<file path="src/rtl/mips_avalon_pkg.sv">
// Shared types and widths for the MIPS instruction/data Avalon arbiter.
package mips_avalon_pkg;

  localparam int ADDR_W = 32;
  localparam int DATA_W = 32;
  localparam int BE_W   = 4;

  // Instruction fetches are always full-word reads.
  localparam logic [BE_W-1:0] BE_ALL = '1;

  typedef enum logic [1:0] {
    IDLE    = 2'd0,
    GRANT_I = 2'd1,
    GRANT_D = 2'd2
  } arb_state_e;

endpackage

</file>
<file path="src/rtl/mips_avalon_arb_wdog.sv">
// Per-transaction waitrequest counter and sticky timeout flag for the arbiter.
module mips_avalon_arb_wdog #(
  parameter int MAX_WAIT = 16
) (
  input  logic clk,
  input  logic rst_n,
  input  logic i_clear,
  input  logic i_wait,
  output logic o_timeout
);

  localparam int CNT_W = (MAX_WAIT < 1) ? 1 : $clog2(MAX_WAIT + 1);
  localparam logic [CNT_W-1:0] CNT_MAX = CNT_W'(MAX_WAIT);

  logic [CNT_W-1:0] r_cnt;
  logic             r_timeout;

  always_ff @(posedge clk or negedge rst_n) begin
    if (!rst_n) begin
      r_cnt     <= '0;
      r_timeout <= 1'b0;
    end else begin
      // The flag lags the counter by one edge and never clears outside reset.
      if (r_cnt == CNT_MAX) begin
        r_timeout <= 1'b1;
      end
      if (i_clear) begin
        r_cnt <= '0;
      end else if (i_wait && (r_cnt != CNT_MAX)) begin
        r_cnt <= r_cnt + 1'b1;
      end
    end
  end

  assign o_timeout = r_timeout;

endmodule

</file>
<file path="src/rtl/mips_avalon_arbiter.sv">
// Arbitrates a MIPS instruction-fetch port and data port onto one Avalon master.
// Define ARB_ROUND_ROBIN_EN for round-robin on simultaneous requests; default is data-first.
module mips_avalon_arbiter
  import mips_avalon_pkg::*;
#(
  parameter int MAX_WAIT = 16
) (
  input  logic              clk,
  input  logic              rst_n,
  // instruction-fetch requester
  input  logic [ADDR_W-1:0] i_address,
  input  logic              i_read,
  output logic              i_waitrequest,
  output logic [DATA_W-1:0] i_readdata,
  // data requester
  input  logic [ADDR_W-1:0] d_address,
  input  logic              d_read,
  input  logic              d_write,
  input  logic [DATA_W-1:0] d_writedata,
  input  logic [BE_W-1:0]   d_byteenable,
  output logic              d_waitrequest,
  output logic [DATA_W-1:0] d_readdata,
  // shared master
  output logic [ADDR_W-1:0] m_address,
  output logic              m_read,
  output logic              m_write,
  output logic [DATA_W-1:0] m_writedata,
  output logic [BE_W-1:0]   m_byteenable,
  input  logic              m_waitrequest,
  input  logic [DATA_W-1:0] m_readdata,
  output logic              timeout_err
);

  arb_state_e        r_state;
  arb_state_e        w_state_next;
  logic [DATA_W-1:0] r_i_rdata;
  logic [DATA_W-1:0] r_d_rdata;
  logic              w_i_req;
  logic              w_d_req;
  logic              w_pick_d;
  logic              w_grant_start;
  logic              w_wait;
  logic              w_timeout;

  assign w_i_req = i_read;
  assign w_d_req = d_read | d_write;

`ifdef ARB_ROUND_ROBIN_EN
  logic r_last_i;

  // On a tie, serve whichever side did not get the previous grant.
  assign w_pick_d = r_last_i;

  always_ff @(posedge clk or negedge rst_n) begin
    if (!rst_n) begin
      r_last_i <= 1'b1;
    end else if (w_grant_start) begin
      r_last_i <= (w_state_next == GRANT_I);
    end
  end
`else
  assign w_pick_d = 1'b1;
`endif

  always_comb begin
    w_state_next  = r_state;
    m_address     = '0;
    m_read        = 1'b0;
    m_write       = 1'b0;
    m_writedata   = '0;
    m_byteenable  = '0;
    i_waitrequest = w_i_req;
    d_waitrequest = w_d_req;
    i_readdata    = r_i_rdata;
    d_readdata    = r_d_rdata;

    case (r_state)
      IDLE: begin
        if (w_i_req && w_d_req) begin
          w_state_next = w_pick_d ? GRANT_D : GRANT_I;
        end else if (w_d_req) begin
          w_state_next = GRANT_D;
        end else if (w_i_req) begin
          w_state_next = GRANT_I;
        end
      end

      GRANT_I: begin
        m_address     = i_address;
        m_read        = i_read;
        m_byteenable  = BE_ALL;
        i_waitrequest = m_waitrequest;
        i_readdata    = m_readdata;
        // Release on completion, or when the requester abandons the access.
        if (!w_i_req || !m_waitrequest) begin
          w_state_next = IDLE;
        end
      end

      GRANT_D: begin
        m_address     = d_address;
        m_read        = d_read;
        m_write       = d_write;
        m_writedata   = d_writedata;
        m_byteenable  = d_byteenable;
        d_waitrequest = m_waitrequest;
        d_readdata    = m_readdata;
        if (!w_d_req || !m_waitrequest) begin
          w_state_next = IDLE;
        end
      end

      default: begin
        w_state_next = IDLE;
      end
    endcase
  end

  always_ff @(posedge clk or negedge rst_n) begin
    if (!rst_n) begin
      r_state   <= IDLE;
      r_i_rdata <= '0;
      r_d_rdata <= '0;
    end else begin
      r_state <= w_state_next;
      if (r_state == GRANT_I) begin
        r_i_rdata <= m_readdata;
      end
      if (r_state == GRANT_D) begin
        r_d_rdata <= m_readdata;
      end
    end
  end

  assign w_grant_start = (r_state == IDLE) && (w_state_next != IDLE);
  assign w_wait        = (r_state != IDLE) && m_waitrequest;

  mips_avalon_arb_wdog #(
    .MAX_WAIT (MAX_WAIT)
  ) u_wdog (
    .clk       (clk),
    .rst_n     (rst_n),
    .i_clear   (w_grant_start),
    .i_wait    (w_wait),
    .o_timeout (w_timeout)
  );

  assign timeout_err = w_timeout;

endmodule

</file>
<file path="config.mk">
export PLATFORM = sky130hd
export DESIGN_NAME = mips_avalon_arbiter
export DESIGN_NICKNAME = d
export VERILOG_FILES = /design/src/rtl/mips_avalon_pkg.sv /design/src/rtl/mips_avalon_arb_wdog.sv /design/src/rtl/mips_avalon_arbiter.sv
export SDC_FILE = /design/constraint.sdc
export NUM_CORES = 1
export LEC_CHECK = 0
export BUFFER_PORTS_ARGS = -buffer_cell sky130_fd_sc_hd__buf_2
export CAP_MARGIN = 20
export CORE_MARGIN = 5
export CORE_UTILIZATION = 25
export CTS_CLUSTER_DIAMETER = 200
export DETAILED_ROUTE_END_ITERATION = 16
export GPL_TIMING_DRIVEN = 1
export PLACE_DENSITY = 0.64
export SETUP_SLACK_MARGIN = 0.4
export SLEW_MARGIN = 20
export SYNTH_ARGS = -nofsm -noshare
export SYNTH_HDL_FRONTEND = slang
export SYNTH_HIERARCHICAL = 1
export SYNTH_SLANG_ARGS = --single-unit
</file>
<file path="constraint.sdc">
create_clock -name clk -period 2.12 [get_ports clk]
set_clock_uncertainty 0.05 [all_clocks]
set_input_delay 0.318 -clock clk [delete_from_list [all_inputs] [get_ports clk]]
set_output_delay 0.318 -clock clk [all_outputs]
set_load 0.005 [all_outputs]
</file>
==> reports/results.tsv <==
metric	value	unit
Bufs on Longest Clock Path	2	
hold worst-path end	r_i_rdata[6]	
ANT nets after route	0	
Sink Count	72	
CTS buffer count	9	
Final Hold Fails	0	
initial antenna violation count	2	
CP Class	reg -> reg	
CP Capture Type	register	
GPL Wtd Cong	0.955	
number of port buffers	274	
max-slew violation count	0	
Bufs and invs on worst path	2	
Int Power	6.49	mW
Slew @ Worst Pin	376	ps
worst setup margin	-40.6	ps
max frequency	463	MHz
1st-pass router iterations	5	
core area	0.0145	mm2
Hold Path Depth	2	
Arrival @ worst endpoint	2310	ps
worst hold path type	in -> reg	
R2R setup slack	-40	ps
Root Driver	clkbuf_16	
Sw Share	32.2	%
DR vias/cell	4.81	
final net count	763	
sequential cell area	0.00180	mm2
Cell Area, Synth	0.00370	mm2
Largest stage delay, worst path	410	ps
H-tree depth	3	
RSZ-0062 raised after global routing	yes	
Crit Path Max Fanout	5	
minimum clock period	2160	ps
synth-to-layout area growth	84.2	%
Final period util	102	%
Worst setup startpoint	r_state[0]	
syn avg cell area	11.6	um2
dpl ws	67.3	ps
GRT overflow	0	
R2R depth	9	
r2r endpoint	u_wdog/r_cnt[0]	
RR Startpoint	r_state[0]	
Critical-path top delay cell	dfrtp_1	
die height	132	um
failing checks	negative setup slack	
Die Wd	132	um
number of diodes	0	
CTS tree	built	
Die Area	0.0173	mm2
Syn Inst Count	320	
crit-path cells	inv_2 > ha_4 > buf_6 > a21oi_2 > o21ai_2 > or3b_4 > a21oi_4 > nor2_1 > mux2_4	
HP Start	m_readdata[6]	
startpoint types	register	
status	finished, violations left	
multi-input logic area	0.00226	mm2
placement row count	44	
Synth Net Count	464	
global-route wire length before repair	23600	um
DRT iter0 DRCs	153	
Residual DRC	0	
Synth Flop Type	dfrtp_1	
yosys warns	6	
unique cell type count in the Yosys netlist	32	
most common cell after layout, fill and taps aside	buf_2	
Post-Layout Cell Count	807	
total wire length	16500	um
vias in the first global route	4160	
Worst Path Required	2270	ps
relative slew slack	74.9	%
routed len/inst	20.4	um
share of layout cells above drive strength 1	73.0	%
Clock Latency Late Sink	310	ps
most frequent cells in the layout	buf_2, dfrtp_1, mux2_4	
DP Wirelength	11200	um
sequential fraction of the synthesis area	48.7	%
PwrDens	1410	mW/mm2
Seq pwr share	23.3	%
sw power	3.08	mW
Clock Pin Slew Worst Setup and Hold Paths	60	ps
post-placement cell count	762	
Vias	3880	
Max-Cap Viols	0	
Total GRT Usage	16.9	%
I/O Pins	275	
clock power share	15.9	%
Final setup viols	26	
Lkg Pwr	3.45	nW
EDFF count, synth	0	
Starting Density	25.4	%
# fillers	1332	
crit-path leading delay family	simple AND/OR/NAND/NOR gates	
combinational share of power	60.8	%
flops & latches, synth	72	
largest net degree at the start of global routing	73	
Peak VDD IR	893	uV
Synth async-reset ratio	100	%
==> kinds of logic (layout without fill, tap and decap cells) <==
kind of cell,after synthesis,count (layout),share of synthesized area (%)
AOI/OAI and AO/OA,48,48,9.34
xor gates and xnor gates,2,2,0.474
adders and majority gates,6,6,2.03
buffers and inverters,28,331,3.32
DFF,72,72,48.7
muxes,67,67,20.4
and+or+nand+nor,97,97,15.7
==> timing repair <==
item / 4_1_cts / 5_1_grt
buffers inserted: 14 / 2
hold buffers: 1 / 0
gates resized for setup: 81 / 90
gates cloned: 5 / 8
endpoints found under the setup margin: 143 / 142
hold endpoints to repair: 72 / 0
pin swaps: 2 / 12
==> Yosys cell counts (all sizes together) (2+ instances only) <==
cell,n,area [um2]
buf,12,62.6
a22oi,32,240
ha,6,75.1
nor2b,37,234
nand2b,2,12.5
inv,5,18.8
clkbuf,11,41.3
dfrtp,72,1800
nand4,2,12.5
xor2,2,17.5
nand2,10,37.5
o21ai,2,13.8
nor2,7,28.8
or2,3,21.3
and2,33,208
mux2,66,743
a21oi,10,61.3
==> state kept, by name, indices dropped and copies added, names as in the netlist <==
signal            count
r_d_rdata            32
r_i_rdata            32
u_wdog/r_cnt          5
r_state               2
u_wdog/o_timeout      1
==> how the worst max path moves through the flow <==
stage / slack, ps / cells after the start / endpoint
after CTS: -50 / 5 / d_readdata[3]
after detailed placement: 70 / 7 / u_wdog/r_cnt[0]
after floorplan: 230 / 9 / u_wdog/r_cnt[0]
after global placement: 160 / 7 / u_wdog/r_cnt[0]
final: -40 / 9 / u_wdog/r_cnt[0]
after global routing: -110 / 6 / m_address[16]
==> power by group through the flow <==
stage	Sequential [mW]	Clock [mW]	Combinational, mW
2_1_floorplan	2.14	0	2.07
3_3_place_gp	2.18	0	3.56
3_5_place_dp	2.22	0	3.66
4_1_cts	2.21	1.56	4.90
5_1_grt	2.29	1.63	6.18
6_report	2.23	1.52	5.82
==> per-stage QoR <==
stage | util, % | hold WS (ps) | setup TNS, ps | area (um2) | power (mW)
final | 46.8 | 203 | -463 | 6810 | 9.57
after global routing | 46.8 | 187 | -6090 | 6810 | 10.1
after detailed placement | 36.6 | 325 | 0 | 5320 | 5.88
after global placement | 36.6 | 316 | 0 | 5320 | 5.74
after floorplan | - | -27.6 | 0 | 3740 | 4.21
after CTS | 42.9 | 192 | -840 | 6240 | 8.67
==> worst register-to-register path, delay by kind of cell (launching register included) <==
family          cells  cell delay, ps
buf+inv             2             270
simple gates        2             460
mux                 1             260
flops               1             410
fa+ha+maj           1             240
compound gates      3             350
==> layer usage <==
metal | routed length (um) | up-vias | global-route usage (%)
met1 | 6160 | 1906 | 19.4
met3 | 1450 | 28 | 6.04
met2 | 8450 | 225 | 29.5
met5 | 27 | - | 0
met4 | 416 | 4 | 4.91
li1 | - | 1717 | -
==> layout make-up <==
type	instances	area share (%)
Clock inverter	3	0.588
Timing Repair Buffer	311	32.2
Tap cell	184	3.38
Sequential cell	72	26.5
Clock buffer	12	3.91
Multi-Input combinational cell	220	33.2
Inverter	5	0.276
Note: power is estimated with default switching activity, not from simulation.
